### src/rtl/snake_move_controller.sv
// Snake head sequencer: divides the board clock into move ticks, commits a direction,
// advances the head and handles wall/self collisions, growth, pause and restart.
module snake_move_controller #(
  parameter int unsigned TICK_DIV = 25000000,
  parameter int unsigned GRID_W   = 16,
  parameter int unsigned GRID_H   = 16,
  parameter int unsigned COORD_W  = 4,
  parameter int unsigned WRAP     = 0,
  parameter int unsigned INIT_LEN = 3
) (
  input  logic               clock,
  input  logic               reset_n,
  input  logic               start,
  input  logic               pause,
  input  logic [3:0]         direcao,
  input  logic               grow,
  input  logic               self_hit,
  output logic [COORD_W-1:0] head_x,
  output logic [COORD_W-1:0] head_y,
  output logic               step,
  output logic [7:0]         length,
  output logic [1:0]         state,
  output logic               game_over
);

  localparam int unsigned CntW = $clog2(TICK_DIV);
  localparam logic [CntW-1:0]    CntMax = CntW'(TICK_DIV - 1);
  localparam logic [COORD_W-1:0] XMax   = COORD_W'(GRID_W - 1);
  localparam logic [COORD_W-1:0] YMax   = COORD_W'(GRID_H - 1);
  localparam logic [COORD_W-1:0] XInit  = COORD_W'(GRID_W / 2);
  localparam logic [COORD_W-1:0] YInit  = COORD_W'(GRID_H / 2);
  localparam logic [7:0]         LenInit = 8'(INIT_LEN);

  typedef enum logic [1:0] {
    StIdle  = 2'b00,
    StRun   = 2'b01,
    StPause = 2'b10,
    StOver  = 2'b11
  } state_e;

  state_e             state_q;
  logic [CntW-1:0]    cnt_q;
  logic [COORD_W-1:0] head_x_q, head_y_q;
  logic [3:0]         dir_q;
  logic [7:0]         len_q;
  logic               step_q, grow_pend_q, start_q, game_over_q;

  logic               start_rise, tick, cand_ok, off_board;
  logic [3:0]         chosen;
  logic [COORD_W-1:0] next_x, next_y;

  assign start_rise = start & ~start_q;
  assign tick       = (cnt_q == CntMax);
  // A reversal would drive the head straight into its own neck, so it is refused.
  assign cand_ok    = $onehot(direcao) && (direcao != {dir_q[1:0], dir_q[3:2]});
  assign chosen     = cand_ok ? direcao : dir_q;

  // off_board flags a wall crossing; next_x/next_y already hold the wrapped position.
  always_comb begin
    next_x    = head_x_q;
    next_y    = head_y_q;
    off_board = 1'b0;
    case (chosen)
      4'b0001: begin
        if (head_y_q == '0) begin off_board = 1'b1; next_y = YMax; end
        else next_y = head_y_q - COORD_W'(1);
      end
      4'b0100: begin
        if (head_y_q == YMax) begin off_board = 1'b1; next_y = '0; end
        else next_y = head_y_q + COORD_W'(1);
      end
      4'b0010: begin
        if (head_x_q == '0) begin off_board = 1'b1; next_x = XMax; end
        else next_x = head_x_q - COORD_W'(1);
      end
      4'b1000: begin
        if (head_x_q == XMax) begin off_board = 1'b1; next_x = '0; end
        else next_x = head_x_q + COORD_W'(1);
      end
      default: ;
    endcase
  end

  always_ff @(posedge clock or negedge reset_n) begin
    if (!reset_n) begin
      state_q     <= StIdle;
      cnt_q       <= '0;
      head_x_q    <= XInit;
      head_y_q    <= YInit;
      dir_q       <= 4'b0001;
      len_q       <= LenInit;
      step_q      <= 1'b0;
      grow_pend_q <= 1'b0;
      start_q     <= 1'b0;
      game_over_q <= 1'b0;
    end else begin
      start_q <= start;
      step_q  <= 1'b0;
      if ((state_q == StIdle || state_q == StOver) && start_rise) begin
        state_q     <= StRun;
        cnt_q       <= '0;
        head_x_q    <= XInit;
        head_y_q    <= YInit;
        dir_q       <= 4'b0001;
        len_q       <= LenInit;
        grow_pend_q <= 1'b0;
        game_over_q <= 1'b0;
      end else begin
        unique case (state_q)
          StIdle: cnt_q <= '0;
          StRun: begin
            if (grow) grow_pend_q <= 1'b1;
            if (self_hit) begin
              state_q     <= StOver;
              game_over_q <= 1'b1;
            end else if (pause) begin
              state_q <= StPause;
            end else begin
              cnt_q <= tick ? '0 : cnt_q + CntW'(1);
              if (tick) begin
                if (off_board && (WRAP == 0)) begin
                  state_q     <= StOver;
                  game_over_q <= 1'b1;
                end else begin
                  head_x_q <= next_x;
                  head_y_q <= next_y;
                  dir_q    <= chosen;
                  step_q   <= 1'b1;
                  // Overrides the set above: a grow on the step cycle is consumed now.
                  if (grow_pend_q || grow) begin
                    if (len_q != 8'hFF) len_q <= len_q + 8'd1;
                    grow_pend_q <= 1'b0;
                  end
                end
              end
            end
          end
          StPause: if (!pause) state_q <= StRun;
          StOver:  ;
        endcase
      end
    end
  end

  assign head_x    = head_x_q;
  assign head_y    = head_y_q;
  assign step      = step_q;
  assign length    = len_q;
  assign state     = state_q;
  assign game_over = game_over_q;

endmodule

### config.mk
export PLATFORM = sky130hd
export DESIGN_NAME = snake_move_controller
export DESIGN_NICKNAME = d
export VERILOG_FILES = /design/src/rtl/snake_move_controller.sv
export SDC_FILE = /design/constraint.sdc
export NUM_CORES = 1
export LEC_CHECK = 0
export BUFFER_PORTS_ARGS = -buffer_cell sky130_fd_sc_hd__buf_4
export CORE_ASPECT_RATIO = 0.7
export CORE_MARGIN = 4
export CORE_UTILIZATION = 35
export CTS_CLUSTER_SIZE = 8
export DETAILED_ROUTE_END_ITERATION = 6
export PLACE_DENSITY = 0.64
export REMOVE_ABC_BUFFERS = 1
export SKIP_LAST_GASP = 1
export SLEW_MARGIN = 5
export SYNTH_ARGS = -nofsm -noshare
export SYNTH_HDL_FRONTEND = slang
export SYNTH_SLANG_ARGS = --single-unit
### constraint.sdc
create_clock -name clock -period 3.38 [get_ports clock]
set_input_delay 0.507 -clock clock [delete_from_list [all_inputs] [get_ports clock]]
set_output_delay 0.507 -clock clock [all_outputs]
set_load 0.02 [all_outputs]
==> results.sh <==
export IMPL_clk_latency_ns=0.29
export IMPL_grt_use_met3_pct=2.68
export IMPL_gr_usage_met1_pct=21.4
export IMPL_dr_pass1_iters=4
export IMPL_gp_congestion=0.830
export IMPL_period_needed_ns=3.12
export IMPL_syn_inst=363
export IMPL_clock_root_buffer="clkbuf_16"
export IMPL_maxCapViolCount=0
export IMPL_ys_ff_latch=51
export IMPL_wl_mm=7.37
export IMPL_crit_type="input port to register"
export IMPL_syn_area_per_cell_um2=8.92
export IMPL_initial_core_util_pct=35.8
export IMPL_syn2layout_area_growth_pct=18.5
export IMPL_dp_hpwl_mm=5.54
export IMPL_io_pins=30
export IMPL_synth_edf_count=0
export IMPL_holdBufCountCts=0
export IMPL_whs_ns=0.233
export IMPL_setup_viol=0
export IMPL_ys_async_sr_fraction_pct=100
export IMPL_grtUsageTotal_pct=14.3
export IMPL_yosysUniqueCellTypes=52
export IMPL_drcViolationCount=0
export IMPL_wl_per_cell_um=14.0
export IMPL_cts_resized=0
export IMPL_grt_overflow=0
export IMPL_die_w_um=123
export IMPL_syn_cell_area_um2=3240
export IMPL_end_kind="register"
export IMPL_min_path_type="input port to asynchronous set/reset pin"
export IMPL_yosys_warnings=0
export IMPL_clock_sinks=51
export IMPL_power_leakage_uw=0.00164
export IMPL_synth_flop_cell="dfrtp_1"
export IMPL_slew_headroom_pct=57.3
export IMPL_nets=424
export IMPL_slew_viol_final=0
export IMPL_critPathRequiredTime_ns=3.59
export IMPL_core_um2=9030
export IMPL_cp_max_fo=5
export IMPL_cts_buffers=5
export IMPL_path_clk_slew_ns=0.07
export IMPL_numPortBuffers=29
export IMPL_h_tree_depth=2
export IMPL_finalClockSkew_ns=0.0104
export IMPL_r2r_slack_ns=0.64
export IMPL_power_density_nw_per_um2=402
export IMPL_startpoint="direcao[0]"
export IMPL_diodes=0
export IMPL_fin_crit_sh_pct=92.2
export IMPL_final_hold_viol_count=0
export IMPL_ir_worst_vdd_uv=245
export IMPL_dieArea_um2=10900
export IMPL_status="complete, no violations"
export IMPL_place_inst=519
export IMPL_drtIter0Drc=240
export IMPL_use_met2_pct=21.0
export IMPL_grt_busiest_layer="met1"
export IMPL_row_count=29
export IMPL_die_height_um=88.5
export IMPL_drive_gt1_share_pct=18.6
export IMPL_startpoint_type="input port"
export IMPL_cts_tree="done"
export IMPL_detail_route_antenna_nets=0
export IMPL_viasPerCell=5.13
export IMPL_seq_area_frac_synth_pct=39.6
export IMPL_clk_path_buf_depth=2
export IMPL_r2r_start="state[1]$_DFFE_PN0P_"
export IMPL_grt_pass1_wl_mm=12.4
export IMPL_via_count=2704
export IMPL_first_global_vias=2607
export IMPL_worstReg2RegEnd="length[1]$_DFFE_PN1P_"
export IMPL_worstPathArrival_ns=3.33
export IMPL_worst_pin_slew_ns=0.640
export IMPL_grt_max_degree=52
export IMPL_crit_end="head_x[2]$_DFFE_PN0P_"
export IMPL_fin_cells=527
export IMPL_max_freq_ghz=0.321
export IMPL_rsz0062_at_grt="false"
export IMPL_antenna_found_initial=0
export IMPL_r2r_cells=8
export IMPL_postCtsSetupBuffers=0
==> metrics by stage <==
stage               util [%]  setup TNS [ns]  instance area, um^2  setup slack (ns)  total power (uW)
global route            42.4               0                 3830             0.144              1630
detailed placement      40.8         -0.0245                 3680           -0.0245              1040
floorplan                  -           -2.45                 3180            -0.374               888
finish                  42.4               0                 3830             0.264              1540
global placement        40.8               0                 3680           0.00674              1040
CTS                     42.4               0                 3830             0.266              1560
==> synth_stat cells (2+ instances only) <==
library cell,count,share of area [%]
dfstp_2,5,4.1
o21ai_0,27,4.2
clkbuf_1,12,1.4
or3_4,2,0.70
dfrtp_1,46,36
mux2_2,3,1.0
a21oi_1,12,1.9
nor3_1,8,1.2
a31o_2,3,0.81
and4_1,3,0.81
or3_1,5,0.97
nor2_1,41,4.8
ha_1,11,4.3
xor2_1,10,2.7
a311oi_1,2,0.54
nand4_1,8,1.5
or4_1,2,0.46
nand3_1,20,3.1
a211oi_1,4,0.93
nor4_1,4,0.77
inv_1,20,2.3
xnor2_1,19,5.1
nor3b_1,6,1.4
mux2i_1,10,3.1
nand2_1,23,2.7
a22oi_1,4,0.93
o31ai_1,5,1.2
nand2b_1,4,0.77
nor4b_1,4,1.1
and3_1,10,1.9
nor2b_1,9,1.7
==> cell usage in the layout (no fill, tap or decap), types with 5 or more instances in the layout <==
cell type	instances
mux2i_1	10
a21oi_1	12
xor2_1	10
o21ai_0	27
nor3_1	8
or3_1	5
nor2b_1	9
o31ai_1	5
nand4_1	8
ha_1	11
nor3b_1	5
inv_1	20
buf_4	46
xnor2_1	19
nand3_1	20
nand2_1	23
and3_1	10
dfstp_2	5
nor2_1	41
clkbuf_16	5
dfrtp_1	46
==> worst max-delay path, cell delays in order <==
cell and delay [ns]:
buf_4 0.08, inv_1 0.04, fa_1 0.52, inv_1 0.04
ha_1 0.17, ha_1 0.27, nor3b_1 0.26, nand2_1 0.17
buf_4 0.17, mux2_2 0.27, or3_4 0.33, or3_1 0.35
a21oi_1 0.14
==> flip-flops by register name (all words and copies together) (netlist names) <==
name and count:
length 8, start_q 1, dir_q 4, head_x 4
state 2, game_over 1, cnt_q 25, step 1
head_y 4, grow_pend_q 1
==> power by group <==
group	leakage, uW	switching, uW	internal, uW
Sequential	0.000679	26.2	642
Combinational	0.000890	223	138
Clock	0.0000700	234	277
Total	0.00164	483	1060
==> logic make-up (layout without fill, tap and decap cells) <==
family | count (synthesis) | after routing | synth area share, %
AND/OR/NAND/NOR | 159 | 159 | 26.9
XOR/XNOR | 29 | 29 | 7.85
adder cells (fa/ha/maj) | 12 | 12 | 4.87
AO/OA/AOI/OAI | 65 | 65 | 12.5
buffers and inverters | 34 | 74 | 4.10
multiplexers | 13 | 13 | 4.14
flip-flops | 51 | 51 | 39.6
==> how the worst min path moves through the flow <==
| stage | startpoint | to | slack [ns] | cells past startpoint |
|---|---|---|---|---|
| floorplan | reset_n | cnt_q[0]$_DFFE_PN0P_ | 0.21 | 0 |
| global placement | cnt_q[13]$_DFFE_PN0P_ | cnt_q[13]$_DFFE_PN0P_ | 0.46 | 1 |
| detailed placement | cnt_q[13]$_DFFE_PN0P_ | cnt_q[13]$_DFFE_PN0P_ | 0.47 | 1 |
| CTS | reset_n | cnt_q[7]$_DFFE_PN0P_ | 0.27 | 1 |
| global route | reset_n | cnt_q[7]$_DFFE_PN0P_ | 0.31 | 1 |
| finish | reset_n | cnt_q[19]$_DFFE_PN0P_ | 0.23 | 1 |
==> final cells by class <==
type	instances	area, um^2
well taps	124	155
multi-input cells	278	1830
flip-flops and latches	51	1280
fillers	873	5200
clock inverters	3	25.0
repair buffers	46	345
inverters	20	75.1
clock buffers	5	125
==> metal layers <==
metal	vias up	share of wire [%]
met5	-	0
met4	0	0.62
met3	2	4.6
met2	55	42
met1	1282	53
li1	1365	-
(Power assumes the default switching activity.)
